`src/rtl/uart_baud_gen_if.sv`:
```
// ==========================================================================
// uart_baud_gen_if : control/tick bundle between a UART engine and its baud generator
// Rev 1.0
// ==========================================================================
`default_nettype none

interface uart_baud_gen_if #(
  parameter int DIV_WIDTH   = 16,
  parameter int FRAC_WIDTH  = 4,
  parameter int PHASE_WIDTH = 4
);
  logic                   enable;
  logic                   div_load;
  logic [DIV_WIDTH-1:0]   div_int;
  logic [FRAC_WIDTH-1:0]  div_frac;
  logic                   sync_clear;
  logic                   os_tick;
  logic                   bit_tick;
  logic [PHASE_WIDTH-1:0] phase;
  logic                   div_pending;

  modport master (
    output enable, div_load, div_int, div_frac, sync_clear,
    input  os_tick, bit_tick, phase, div_pending
  );

  modport slave (
    input  enable, div_load, div_int, div_frac, sync_clear,
    output os_tick, bit_tick, phase, div_pending
  );
endinterface

`default_nettype wire

```
`src/rtl/uart_baud_gen.sv`:
```
// ==========================================================================
// uart_baud_gen : fractional-divisor oversample/bit tick generator; UART_BAUD_SIM_FAST_EN forces reset divisor 6.0
// Rev 1.0
// ==========================================================================
`default_nettype none

module uart_baud_gen #(
  parameter int C_SYSTEM_FREQ = 100_000_000,
  parameter int C_BAUDRATE    = 115_200,
  parameter int OVERSAMPLE    = 16,
  parameter int DIV_WIDTH     = 16,
  parameter int FRAC_WIDTH    = 4
) (
  input  wire logic       Clk,
  input  wire logic       Resetn,
  uart_baud_gen_if.slave  bus
);

  localparam int PHASE_WIDTH = $clog2(OVERSAMPLE);

`ifdef UART_BAUD_SIM_FAST_EN
  localparam logic [DIV_WIDTH-1:0]  DEF_INT  = DIV_WIDTH'(6);
  localparam logic [FRAC_WIDTH-1:0] DEF_FRAC = '0;
`else
  localparam logic [63:0] OS_RATE = 64'(C_BAUDRATE) * 64'(OVERSAMPLE);
  localparam logic [63:0] DEF_FX  = (64'(C_SYSTEM_FREQ) * (64'd1 << FRAC_WIDTH) + OS_RATE / 64'd2) / OS_RATE;
  localparam logic [DIV_WIDTH-1:0]  DEF_INT  = DEF_FX[FRAC_WIDTH +: DIV_WIDTH];
  localparam logic [FRAC_WIDTH-1:0] DEF_FRAC = DEF_FX[FRAC_WIDTH-1:0];
`endif

  logic [DIV_WIDTH-1:0]   cnt;
  logic [DIV_WIDTH-1:0]   int_act;
  logic [DIV_WIDTH-1:0]   int_sh;
  logic [FRAC_WIDTH-1:0]  frac_act;
  logic [FRAC_WIDTH-1:0]  frac_sh;
  logic [FRAC_WIDTH-1:0]  acc;
  logic                   stretch;
  logic                   os_tick_q;
  logic                   bit_tick_q;
  logic                   pending;
  logic [PHASE_WIDTH-1:0] phase_q;

  logic [DIV_WIDTH:0]     period_m1;
  logic                   at_end;
  logic [FRAC_WIDTH:0]    acc_sum;
  logic [DIV_WIDTH-1:0]   load_int;
  logic [FRAC_WIDTH-1:0]  load_frac;

  // Period is evaluated one bit wider so a full-scale int plus stretch cannot wrap.
  always_comb begin
    period_m1 = {1'b0, int_act} + (DIV_WIDTH+1)'(stretch) - (DIV_WIDTH+1)'(1);
    at_end    = ({1'b0, cnt} == period_m1);
    acc_sum   = {1'b0, acc} + {1'b0, frac_act};
    load_int  = bus.div_int;
    load_frac = bus.div_frac;
    if (bus.div_int < DIV_WIDTH'(2)) begin
      load_int  = DIV_WIDTH'(2);
      load_frac = '0;
    end
  end

  // Shadow swaps in on the cycle after a tick, so the running period is never cut short.
  always_ff @(posedge Clk or negedge Resetn) begin
    if (!Resetn) begin
      int_act  <= DEF_INT;
      frac_act <= DEF_FRAC;
      int_sh   <= DEF_INT;
      frac_sh  <= DEF_FRAC;
      pending  <= 1'b0;
    end else if (bus.div_load) begin
      int_sh  <= load_int;
      frac_sh <= load_frac;
      if (!bus.enable) begin
        int_act  <= load_int;
        frac_act <= load_frac;
        pending  <= 1'b0;
      end else begin
        pending  <= 1'b1;
      end
    end else if (pending && (os_tick_q || !bus.enable)) begin
      int_act  <= int_sh;
      frac_act <= frac_sh;
      pending  <= 1'b0;
    end
  end

  always_ff @(posedge Clk or negedge Resetn) begin
    if (!Resetn) begin
      cnt        <= '0;
      acc        <= '0;
      stretch    <= 1'b0;
      phase_q    <= '0;
      os_tick_q  <= 1'b0;
      bit_tick_q <= 1'b0;
    end else if (!bus.enable || bus.sync_clear) begin
      cnt        <= '0;
      acc        <= '0;
      stretch    <= 1'b0;
      phase_q    <= '0;
      os_tick_q  <= 1'b0;
      bit_tick_q <= 1'b0;
    end else if (at_end) begin
      cnt              <= '0;
      {stretch, acc}   <= acc_sum;
      phase_q          <= phase_q + PHASE_WIDTH'(1);
      os_tick_q        <= 1'b1;
      bit_tick_q       <= (phase_q == PHASE_WIDTH'(OVERSAMPLE - 1));
    end else begin
      cnt        <= cnt + DIV_WIDTH'(1);
      os_tick_q  <= 1'b0;
      bit_tick_q <= 1'b0;
    end
  end

  assign bus.os_tick     = os_tick_q;
  assign bus.bit_tick    = bit_tick_q;
  assign bus.phase       = phase_q;
  assign bus.div_pending = pending;

endmodule

`default_nettype wire
```
`src/flat_wrapper.sv`:
```
// flat-port wrapper written by rule: the top's interface ports become plain ports
module uart_baud_gen_flat 
#(
  parameter int C_SYSTEM_FREQ = 100_000_000,
  parameter int C_BAUDRATE    = 115_200,
  parameter int OVERSAMPLE    = 16,
  parameter int DIV_WIDTH     = 16,
  parameter int FRAC_WIDTH    = 4
)
  (Clk, Resetn, bus_enable, bus_div_load, bus_div_int, bus_div_frac, bus_sync_clear, bus_os_tick, bus_bit_tick, bus_phase, bus_div_pending);
  uart_baud_gen_if #(.DIV_WIDTH(DIV_WIDTH), .FRAC_WIDTH(FRAC_WIDTH)) bus_i ();
  input  wire logic Clk;
  input  wire logic Resetn;
  input wire logic [$bits(bus_i.enable)-1:0] bus_enable;
  input wire logic [$bits(bus_i.div_load)-1:0] bus_div_load;
  input wire logic [$bits(bus_i.div_int)-1:0] bus_div_int;
  input wire logic [$bits(bus_i.div_frac)-1:0] bus_div_frac;
  input wire logic [$bits(bus_i.sync_clear)-1:0] bus_sync_clear;
  output wire logic [$bits(bus_i.os_tick)-1:0] bus_os_tick;
  output wire logic [$bits(bus_i.bit_tick)-1:0] bus_bit_tick;
  output wire logic [$bits(bus_i.phase)-1:0] bus_phase;
  output wire logic [$bits(bus_i.div_pending)-1:0] bus_div_pending;
  assign bus_i.enable = bus_enable;
  assign bus_i.div_load = bus_div_load;
  assign bus_i.div_int = bus_div_int;
  assign bus_i.div_frac = bus_div_frac;
  assign bus_i.sync_clear = bus_sync_clear;
  assign bus_os_tick = bus_i.os_tick;
  assign bus_bit_tick = bus_i.bit_tick;
  assign bus_phase = bus_i.phase;
  assign bus_div_pending = bus_i.div_pending;
  uart_baud_gen #(.C_SYSTEM_FREQ(C_SYSTEM_FREQ), .C_BAUDRATE(C_BAUDRATE), .OVERSAMPLE(OVERSAMPLE), .DIV_WIDTH(DIV_WIDTH), .FRAC_WIDTH(FRAC_WIDTH)) u_core (.Clk(Clk), .Resetn(Resetn), .bus(bus_i));
endmodule
```
`config.mk`:
```
export PLATFORM = sky130hd
export DESIGN_NAME = uart_baud_gen_flat
export DESIGN_NICKNAME = d
export VERILOG_FILES = /design/src/rtl/uart_baud_gen_if.sv /design/src/rtl/uart_baud_gen.sv /design/src/flat_wrapper.sv
export SDC_FILE = /design/constraint.sdc
export NUM_CORES = 1
export LEC_CHECK = 0
export BUFFER_PORTS_ARGS = -buffer_cell sky130_fd_sc_hd__buf_2
export CAP_MARGIN = 25
export CORE_UTILIZATION = 35
export DETAILED_ROUTE_END_ITERATION = 6
export SETUP_SLACK_MARGIN = 0.15
export SYNTH_ARGS = -nofsm -noshare
export SYNTH_HDL_FRONTEND = slang
export SYNTH_SLANG_ARGS = --single-unit
```
`constraint.sdc`:
```
create_clock -name Clk -period 3.7 [get_ports Clk]
set_input_delay 0.185 -clock Clk [delete_from_list [all_inputs] [get_ports Clk]]
set_output_delay 0.185 -clock Clk [all_outputs]
set_load 0.03 [all_outputs]
```
---- Word level (Yosys, flattened, before mapping) ----
Index checks and enable logic that the tools add are counted.
word-level totals
  register bits after elaboration ......... 68
  latch bits .............................. 0
  memory bits (writable) .................. 0
  ROM bits ................................ 0
  bits of input ports ..................... 25
  logic and storage cells ................. 50
  memories kept ........................... 0
operators by class
  add/sub/neg operators ................... 5
  $mul .................................... 0
  divide/modulo/power cells ............... 0
  $lt $le $gt $ge ......................... 1
  eq/ne operators ......................... 3
  shift operators ......................... 0
  muxes and demuxes ....................... 23
  bitwise logic cells ..................... 0
  reduce and logical (&&, ||, !) cells .... 7
operators by type and width
  operator               number
  $mux 16                6
  $mux 4                 8
  $add 16x1->17          1
  $eq 16x17->1           1
  $sub 17x1->17 const B  1
  $add 16x1->16 const B  1
  $lt 16x2->1 const B    1
  $mux 1                 9
  $add 4x4->5            1
  $add 4x1->4 const B    1
  $eq 4x4->1 const B     1
  $reduce_bool 2->1      2
  $logic_or 1x1->1       2
  $ne 2x2->1 const B     1
  $reduce_and 2->1       1
  $logic_and 1x1->1      1
  $logic_not 1->1        1

---- Logic depth before layout (Yosys ltp) ----
Gate-level depths: netlist of run 1.
  depth after elaboration ................. 5
  depth in mapped cells ................... 11
  depth with buffers taken out ............ 9

---- Worst setup path after synthesis of run 1 ----
Ideal clock, no wire load.
  path kind ............................... register to register
  start point ............................. reg u_core.stretch
  end point ............................... reg u_core.cnt[1]
  arrival time ............................ 3065 ps
  path slack .............................. 515 ps
  cell stages (with the launch flop) ...... 12
  clock period less this slack ............ 3185 ps
  cell sequence ........................... dfrtp_1 > inv_1 > ha_1 > ha_1 > or4b_4 > buf_6 > or4_4 > o211ai_2 > o2111ai_2 > or4_4 > buf_6 > and3_1
on the way
  longest elaborated chain between the ends .. 5
RTL lines
  element                   line                  source
  start: declaration        uart_baud_gen.sv:37   logic stretch;
  start signal: assignment  uart_baud_gen.sv:104  {stretch, acc} <= acc_sum;
  $add 16x1->17             uart_baud_gen.sv:51   period_m1 = {1'b0, int_act} + (DIV_WIDTH+1)'(stretch) - (DIV_WIDTH+1)'(1);
  $sub 17x1->17             uart_baud_gen.sv:51
  $eq 16x17->1              uart_baud_gen.sv:52   at_end = ({1'b0, cnt} == period_m1);
  $mux 16                   uart_baud_gen.sv:102  end else if (at_end) begin
  $mux 16                   uart_baud_gen.sv:95   end else if (!bus.enable || bus.sync_clear) begin
  end signal: assignment    uart_baud_gen.sv:109  cnt <= cnt + DIV_WIDTH'(1);
  end: declaration          uart_baud_gen.sv:31   logic [DIV_WIDTH-1:0] cnt;
Every way passes these cells.
A chain may end at the register's enable or synchronous reset.

---- Final worst setup path of run 1 ----
Same ends and word-level chain as after synthesis.

==> out/results.tsv, run 1 <==
metric	value	unit
Reg2Reg Depth	9	
CTS tree	yes	
Pwr Total	1.750	mW
CP Data Arrival Time	3490	ps
most common cell after layout, fill and taps aside	dfrtp_1	
Worst Setup SP	u_core.stretch$_DFFE_PN0P_	
minimum clock period	3256	ps
Die W	104.4	µm
Final nets	396	
clock-pin slew on the worst setup and hold paths	90	ps
final wirelength	7648	µm
ant diodes	0	
cell mode on critical path	ha_1	
Starting DRT DRC Count	160	
Post-synth EDFFs	0	
synthesis-to-layout area growth	12.73	%
Crit Reg-Reg Endpoint	u_core.cnt[1]$_DFF_PN0_	
row count	37	
# IOs	32	
Clock Latency Late Sink	340	ps
IR drop worst, VDD	0.2198	mV
final setup TNS	0	ps
Yosys top cell area share	0.3958	
Post-Syn Area per Cell	11.01	µm²
worst slew pin tran	781.9	ps
Max Fclk	307.1	MHz
Max Slew Vio Count	0	
final worst path period share	0.8801	
Starting Density	0.3584	
Setup Fix Bufs, Post-CTS	0	
clock buffer depth	2	
crit-path cells	inv_1 > ha_1 > ha_1 > or4b_4 > nor4_1 > mux2i_1 > o2111ai_2 > or4_4 > and3_1	
Mapped Area	3667	µm²
clk sinks	68	
crit end category	flop	
syn nets	367	
Final Skew	11.54	ps
final setup vio count	0	
Largest stage delay, worst path	630	ps
vias in the first global route	2700	
IO buf count	31	
Ys Warns	0	
worst r2r src	u_core.stretch$_DFFE_PN0P_	
status	complete, no violations	
DR pass1 iterations	4	
initial antenna violation count	0	
Rel. slew slack	0.4787	
Synth area leader	dfrtp_1	
aggregate global-route resource usage	0.1543	
DIE AREA	10890	µm²
setup ws final	443.7	ps
R2R Setup Slk	440	ps
CP max stage cell	or4_4	
post-DP HPWL	5674	µm
Vias	2615	
Fin Hold WS	64.20	ps
Synth Flop Type	dfrtp_1	
largest net degree at the start of global routing	36	
ys async rst share	1.000	
vias per inst	5.199	
DRC	0	
share of cells above drive strength 1	0.2888	
grt total ovfl	0	
kind of critical path	reg -> reg	
Fillers	995	
Util after Layout	0.4041	
cts hold-fix bufs	1	
register bit total from synthesis	68	
final hold vios	0	
pre-CTS setup slack	444.8	ps
H-tree levels	3	
Final ANT Viol Nets	0	
top cells by area, synth	dfrtp_1, mux2_2, dfstp_2, xor2_1, xnor2_1	
HP Class	in -> reg	
worst endpoint required time	3930	ps
P_leak	1.729	nW
TritonCTS Buffers	9	
RD Place Congestion	0.8537	
pwr/cell area	423.4	nW/µm²
most frequent cells in the layout	dfrtp_1, mux2_2, buf_2	
Worst Setup Start Kind	flop	
routed length per instance	15.20	µm
core box area	10230	µm²
end of the critical path	u_core.cnt[1]$_DFF_PN0_	
Syn Inst Count	333	
post-cts sizing count	0	
Die Span Y	104.4	µm
RSZ-0062 raised after global routing	no	
Max Cap Viol	0	
maximum fanout along the worst path	10	
sequential share of the synthesized area	0.4674	
CTS Root Cell	clkbuf_8	
library cells used by synthesis	54	
first-pass GRT wire length	13290	µm
## metal layers
metal,vias up,global-route usage,part of all wire
li1,1272,-,-
met1,1291,0.1974,0.48
met2,44,0.2564,0.48
met3,8,0.03509,0.030
met4,0,0.05102,0.013
met5,-,0,0
## registers in the layout, summed over array words and instances, names as in the netlist, 4 cells and up
signal            count
u_core.cnt           16
u_core.int_act       16
u_core.int_sh        16
u_core.acc            4
u_core.bus.phase      4
u_core.frac_act       4
u_core.frac_sh        4
## layout make-up
cell class / count / area (µm²) / area share
Multi-Input combinational cell: 239 / 1826 / 0.4416
Sequential cell: 68 / 1714 / 0.4146
Timing Repair Buffer: 37 / 214.0 / 0.05176
Tap cell: 136 / 170.2 / 0.04116
Clock buffer: 9 / 123.9 / 0.02996
Clock inverter: 7 / 60.06 / 0.01453
Inverter: 7 / 26.28 / 0.006356
## worst max-delay path: cells and delay by family (launching register included)
kind	cells	cell delay, ps
and+or+nand+nor	4	1770
adders and majority gates	2	470
DFF	1	380
muxes	1	260
AOI/OAI and AO/OA	1	220
buffers and inverters	1	60
## through the flow
| stage | cell area, µm² | std cells |
|---|---|---|
| after CTS | 4134 | 503 |
| after detailed placement | 3940 | 486 |
| after floorplan | 3667 | 333 |
| final | 4134 | 503 |
| after global routing | 4134 | 503 |
| after global placement | 3914 | 484 |
## cell families after synthesis
kind of cell               share of synthesized area
and+or+nand+nor                               0.1723
DFF                                           0.4674
AOI/OAI and AO/OA                            0.08734
muxes                                         0.1256
xor gates and xnor gates                     0.07881
buffers and inverters                        0.03583
adders and majority gates                    0.03275
## worst min-delay path by stage
| stage | from | end | cells past startpoint |
|---|---|---|---|
| finish | bus_div_int[1] | u_core.int_sh[1]$_DFFE_PN1P_ | 3 |
| global route | bus_div_frac[2] | u_core.frac_sh[2]$_DFFE_PN1P_ | 2 |
| CTS | bus_div_int[1] | u_core.int_sh[1]$_DFFE_PN1P_ | 3 |
| detailed placement | Resetn | u_core.bus.phase[0]$_DFFE_PN0P_ | 1 |
| global placement | Resetn | u_core.bus.phase[0]$_DFFE_PN0P_ | 1 |
| floorplan | Resetn | u_core.acc[0]$_DFFE_PN0P_ | 0 |
## power breakdown
part / internal [mW] / total, mW / leakage, nW / switching [mW]
combinational: 0.141 / 0.300 / 0.795 / 0.159
sequential: 0.818 / 0.888 / 0.850 / 0.0694
clock: 0.253 / 0.562 / 0.0844 / 0.309
## cell usage after synthesis (3+ instances only)
cell type and count:
xor2_1 19, nand2b_1 8, nand2_1 23, a21oi_1 5, nand4_1 4, xnor2_1 14, dfstp_2 10, buf_6 4
mux2i_1 10, o211ai_1 5, clkbuf_1 10, or3_1 5, nor3_1 22, inv_1 7, a21o_1 3, a31oi_1 3
or4_1 3, ha_1 8, o21ai_0 7, a22o_1 5, nand3_1 9, nor4_1 10, and3_1 5, mux2_2 32
nor2_1 9, dfrtp_1 58, nor2b_1 4
Power figures use the tool's default switching activity.
==> run 2: changes to the inputs <==
--- a/config.mk
+++ b/config.mk
@@ -9,6 +9,7 @@
 export CAP_MARGIN = 25
 export CORE_UTILIZATION = 35
 export DETAILED_ROUTE_END_ITERATION = 6
+export GPL_TIMING_DRIVEN = 0
 export SETUP_SLACK_MARGIN = 0.15
 export SYNTH_ARGS = -nofsm -noshare
 export SYNTH_HDL_FRONTEND = slang
==> run 2 against run 1 <==
Largest cell class unchanged; non-clock buffer count rose by 16; flip-flop and latch count did not move; total power rose by 4.3%; critical path type unchanged; register-to-register slack got worse by 130 ps; global-route usage rose by 0.56 points; critical path depth rose by 2; setup slack got worse by 130 ps; clock power rose by 10%; clock skew fell by 1.9 ps; sequential power fell by 1%.
==> out/results.tsv, run 2 (same netlist as run 1, synthesis figures left out) <==
metric	value	unit	change
synthesis-to-layout area growth	15.35	%	
DRC	0		unchanged
initial antenna violation count	0		unchanged
vias per inst	5.162		-0.71%
final setup vio count	0		unchanged
first-pass GRT wire length	13580	µm	+2.2%
H-tree levels	3		unchanged
Starting Density	0.3584		unchanged
TritonCTS Buffers	9		unchanged
clock-pin slew on the worst setup and hold paths	80	ps	about the same
clock buffer depth	2		unchanged
CP delay by family, top	simple AND/OR/NAND/NOR gates		
CTS Root Cell	clkbuf_8		
final setup TNS	0	ps	unchanged
CP Data Arrival Time	3630	ps	+140 ps
clk sinks	68		unchanged
grt total ovfl	0		unchanged
DR pass1 iterations	4		unchanged
total number of cells along the worst setup path	11		+2
Starting DRT DRC Count	107		-33%
share of cells above drive strength 1	0.2820		-0.006844
largest net degree at the start of global routing	69		+92%
Final nets	412		+4.0%
Max Fclk	294.9	MHz	-4.0%
Util after Layout	0.4135		+0.009417
P_leak	1.771	nW	+2.4%
crit-path cells	inv_1 > ha_1 > ha_4 > or4b_4 > buf_6 > or4_4 > o211ai_2 > o2111ai_2 > or4_4 > buf_6 > and3_1		
final hold vios	0		unchanged
IR drop worst, VDD	0.2061	mV	-6.2%
Max Slew Vio Count	0		unchanged
aggregate global-route resource usage	0.1599		+0.005589
CTS tree	yes		
WHS Path Cells	3		unchanged
row count	37		unchanged
Final Skew	9.661	ps	-1.881 ps
DIE AREA	10890	µm²	unchanged
maximum fanout along the worst path	10		unchanged
RSZ-0062 raised after global routing	no		
HP Class	in -> reg		
IO buf count	30		-3.2%
worst endpoint required time	3940	ps	about the same
ant diodes	0		unchanged
Clock Latency Late Sink	360	ps	+20 ps
RD Place Congestion	0.7807		-8.6%
most common cell after layout, fill and taps aside	dfrtp_1		
Top Registers	u_core.cnt x16, u_core.int_act x16, u_core.int_sh x16		
Reg2Reg Depth	11		+2
Final ANT Viol Nets	0		unchanged
Largest stage delay, worst path	570	ps	-60 ps
pwr/cell area	431.6	nW/µm²	+2.0%
# IOs	32		unchanged
worst slew pin tran	862.0	ps	+80.12 ps
final worst path period share	0.9164		+0.03629
minimum clock period	3391	ps	+134.3 ps
Die W	104.4	µm	unchanged
CP max stage cell	or4_4		
kind of critical path	reg -> reg		
Final Non-Filler Cells	519		+3.2%
core box area	10230	µm²	unchanged
worst path bufs/invs	3		+2
crit end category	flop		
post-DP HPWL	5496	µm	-3.1%
final wirelength	7797	µm	+1.9%
vias in the first global route	2708		+0.30%
Max Cap Viol	0		unchanged
Vias	2679		+2.4%
status	complete, no violations		
Worst Setup Start Kind	flop		
most frequent cells in the layout	dfrtp_1, mux2_2, buf_2		
routed length per instance	15.02	µm	-1.2%
Rel. slew slack	0.4253		-0.05341
Inst Count DP	499		+2.7%
Die Span Y	104.4	µm	unchanged
-- run 2: cell types whose count changed in the layout (fill, tap and decap cells not counted), sizes merged --
| cell | previous run | this run |
|---|---|---|
| buf | 36 | 41 |
| bufinv | 0 | 1 |
| clkbuf | 9 | 23 |
| clkinvlp | 3 | 2 |
| inv | 10 | 7 |
-- run 2: worst min-delay path, stage by stage --
cell     delay, ps
buf_2          110
inv_1           50
a21oi_1         60
-- run 2: area by class of cell --
type	instances	area, µm²
plain buffers	19	105.1
clock buffers	12	145.1
clock inverters	4	50.05
fillers	992	6001
inverters	7	26.28
multi-input cells	239	1834
flip-flops and latches	68	1714
well taps	136	170.2
repair buffers	34	185.2
-- run 2: report_power, final --
group          internal (mW)  leakage, nW  switching [mW]
clock                  0.329       0.0926           0.289
sequential             0.818        0.850          0.0589
combinational          0.153        0.828           0.178
total                   1.30         1.77           0.526
-- run 2: worst paths after layout --
kind / from / end / slack (ps)
worst min-delay path: bus_div_int[1] / u_core.int_sh[1]$_DFFE_PN1P_ / 50
worst min register to register: u_core.int_sh[11]$_DFFE_PN0P_ / u_core.int_sh[11]$_DFFE_PN0P_ / 500
worst max-delay path: u_core.stretch$_DFFE_PN0P_ / u_core.cnt[1]$_DFF_PN0_ / 310
max in group asynchronous: Resetn / u_core.int_sh[8]$_DFFE_PN0P_ / 2660
min in group asynchronous: Resetn / u_core.bus.phase[0]$_DFFE_PN0P_ / 470
worst max register to register: u_core.stretch$_DFFE_PN0P_ / u_core.cnt[1]$_DFF_PN0_ / 310
-- run 2: routing by layer --
metal	up-vias	GRT usage	share of wire
met5	-	0	0
met4	0	0.05714	0.015
met2	48	0.2455	0.46
li1	1295	-	-
met1	1326	0.2165	0.49
met3	10	0.04135	0.036
-- run 2: stage by stage --
step | worst slack [ps] | power (mW) | hold WS, ps | cell area [µm²]
6_report | 309.4 | 1.826 | 49.46 | 4230
5_1_grt | 184.6 | 1.932 | 47.36 | 4230
3_3_place_gp | 57.90 | 1.203 | 417.2 | 3988
2_1_floorplan | 515.4 | 1.111 | -110.6 | 3667
3_5_place_dp | 30.46 | 1.212 | 361.3 | 3990
4_1_cts | 199.1 | 1.840 | 33.63 | 4218
-- run 2: what timing repair did --
action / 4_1_cts / 5_1_grt
hold endpoints to repair: 58 / 0
pin swaps: 1 / 1
hold buffers: 1 / 0
setup endpoints to repair: 14 / 6
gates resized for setup: 0 / 2
setup buffers: 3 / 0
==> run 3: changes to the inputs <==
--- a/config.mk
+++ b/config.mk
@@ -7,6 +7,7 @@
 export LEC_CHECK = 0
 export BUFFER_PORTS_ARGS = -buffer_cell sky130_fd_sc_hd__buf_2
 export CAP_MARGIN = 25
+export CORE_ASPECT_RATIO = 1.5
 export CORE_UTILIZATION = 35
 export DETAILED_ROUTE_END_ITERATION = 6
 export GPL_TIMING_DRIVEN = 0
==> constraint.sdc (replaced) <==
create_clock -name Clk -period 3.6 [get_ports Clk]
set_input_delay 0.18 -clock Clk [delete_from_list [all_inputs] [get_ports Clk]]
set_output_delay 0.18 -clock Clk [all_outputs]
set_load 0.03 [all_outputs]
==> run 3 against run 2 <==
Setup slack worse by 27 ps; largest power group unchanged; die area about the same; flip-flop and latch count did not move; via count down 1.2%; critical path depth is the same; critical path type unchanged; register-to-register slack got worse by 30 ps; sequential share of layout area is 0.78 points lower; worst hold slack gained 33 ps; fmax grew 2.2%; global-route usage increased by 0.13 points.
==> out/results.tsv, run 3 (same netlist as run 1, synthesis figures left out) <==
metric	value	unit	change
final wirelength	8030	µm	+3.0%
DRC	0		unchanged
final hold vios	0		unchanged
Final nets	412		unchanged
Top Registers	u_core.cnt x16, u_core.int_act x16, u_core.int_sh x16		
CTS Root Cell	clkbuf_16		
Crit Reg-Reg Endpoint	u_core.cnt[1]$_DFF_PN0_		
most common cell after layout, fill and taps aside	dfrtp_1		
worst path bufs/invs	3		unchanged
P_leak	1.808	nW	+2.1%
CTS tree	yes		
Die W	85.58	µm	-18%
IO buf count	30		unchanged
aggregate global-route resource usage	0.1612		+0.001255
R2R Setup Slk	280	ps	-30 ps
ant diodes	0		unchanged
DIE AREA	10900	µm²	about the same
crit end category	flop		
final setup TNS	0	ps	unchanged
Reg2Reg Depth	11		unchanged
Starting Density	0.3619		+0.003407
minimum clock period	3317	ps	-73.43 ps
Clock Latency Late Sink	330	ps	-30 ps
HP Class	in -> reg		
Max Cap Viol	0		unchanged
synthesis-to-layout area growth	17.61	%	
CP max stage cell	or4_4		
WHS Path Cells	3		unchanged
TritonCTS Buffers	9		unchanged
RSZ-0062 raised after global routing	no		
IR drop worst, VDD	0.3411	mV	+65%
share of cells above drive strength 1	0.2924		+0.01044
DR pass1 iterations	4		unchanged
H-tree levels	3		unchanged
RD Place Congestion	0.8528		+9.2%
Final ANT Viol Nets	0		unchanged
Largest stage delay, worst path	550	ps	-20 ps
vias per inst	5.292		+2.5%
pre-CTS setup slack	-42.29	ps	-72.75 ps
Worst Setup Start Kind	flop		
pwr/cell area	474.1	nW/µm²	+9.8%
Fin Hold WS	82.28	ps	+32.82 ps
Starting DRT DRC Count	89		-17%
Max Slew Vio Count	0		unchanged
initial antenna violation count	0		unchanged
row count	45		+22%
maximum fanout along the worst path	10		unchanged
Pwr Total	2.045	mW	+12%
setup ws final	282.9	ps	-26.57 ps
most frequent cells in the layout	dfrtp_1, mux2_2, buf_2		
vias in the first global route	2828		+4.4%
clk sinks	68		unchanged
final setup vio count	0		unchanged
clock-pin slew on the worst setup and hold paths	50	ps	-30 ps
CP delay by family, top	simple AND/OR/NAND/NOR gates		
total number of cells along the worst setup path	11		unchanged
post-DP HPWL	5938	µm	+8.0%
worst slew pin tran	848.5	ps	-13.50 ps
final worst path period share	0.9214		+0.005057
status	complete, no violations		
# IOs	32		unchanged
core box area	10130	µm²	-0.94%
grt total ovfl	0		unchanged
Rel. slew slack	0.4343		+0.008997
CP Data Arrival Time	3530	ps	-100 ps
largest net degree at the start of global routing	69		unchanged
worst r2r src	u_core.int_act[0]$_DFFE_PN0P_		
kind of critical path	reg -> reg		
first-pass GRT wire length	13410	µm	-1.2%
Die Span Y	127.4	µm	+22%
Vias	2646		-1.2%
end of the critical path	u_core.cnt[1]$_DFF_PN0_		
routed length per instance	16.06	µm	+6.9%
clock buffer depth	2		unchanged
Worst Setup SP	u_core.int_act[0]$_DFFE_PN0P_		
crit-path cells	inv_1 > ha_2 > ha_4 > or4b_4 > buf_6 > or4_4 > o211ai_2 > o2111ai_4 > or4_4 > buf_6 > and3_1		
Final Skew	7.563	ps	-2.098 ps
worst endpoint required time	3820	ps	-120 ps
Max Fclk	301.5	MHz	+2.2%
==> run 3: changes by cell type in the layout (fill, tap and decap cells not counted), sizes merged <==
cell / change
clkinv: +1
bufinv: -1
==> run 3: metal layers <==
layer  share of wire  global-route usage
met1            0.40              0.1687
met3           0.023             0.02972
met5               0                   0
met2            0.54              0.2984
met4           0.035             0.09020
==> run 3: how the worst min path moves through the flow <==
stage | from | endpoint | slack [ps]
floorplan | Resetn | u_core.acc[0]$_DFFE_PN0P_ | -120
global placement | bus_div_int[1] | u_core.int_sh[1]$_DFFE_PN1P_ | 420
detailed placement | Resetn | u_core.bus.bit_tick$_DFF_PN0_ | 360
CTS | bus_div_int[1] | u_core.int_sh[1]$_DFFE_PN1P_ | 80
global route | bus_div_int[1] | u_core.int_sh[1]$_DFFE_PN1P_ | 90
finish | bus_div_int[1] | u_core.int_sh[1]$_DFFE_PN1P_ | 80
==> run 3: per-stage QoR <==
stage / cells / util / area, µm²
floorplan: 333 / - / 3667
global placement: 480 / 0.3911 / 3964
detailed placement: 480 / 0.3914 / 3966
finish: 500 / 0.4256 / 4313
global route: 500 / 0.4256 / 4313
CTS: 500 / 0.4219 / 4275
==> run 3: cell type report <==
cell class | instances | area, µm²
Clock buffer | 12 | 246.5
Sequential cell | 68 | 1714
Buffer | 19 | 105.1
Inverter | 7 | 26.28
Timing Repair Buffer | 34 | 185.2
Tap cell | 117 | 146.4
Fill cell | 967 | 5822
Clock inverter | 4 | 25.02
Multi-Input combinational cell | 239 | 1864
==> run 3: worst min-delay path, delay by kind of cell <==
family	cells	cell delay, ps
buffers and inverters	2	160
AOI/OAI and AO/OA	1	70
==> run 3: what timing repair did <==
| item | 4_1_cts | 5_1_grt |
|---|---|---|
| pin swaps | 1 | 0 |
| endpoints found under the hold margin | 4 | 0 |
| endpoints found under the setup margin | 22 | 6 |
| hold buffers | 1 | 0 |
| resized for setup | 2 | 5 |
| setup buffers | 3 | 0 |
==> run 3: power by group <==
part | switching, mW | leakage [nW] | internal, mW
sequential | 0.0636 | 0.850 | 0.843
combinational | 0.183 | 0.829 | 0.160
clock | 0.314 | 0.129 | 0.482
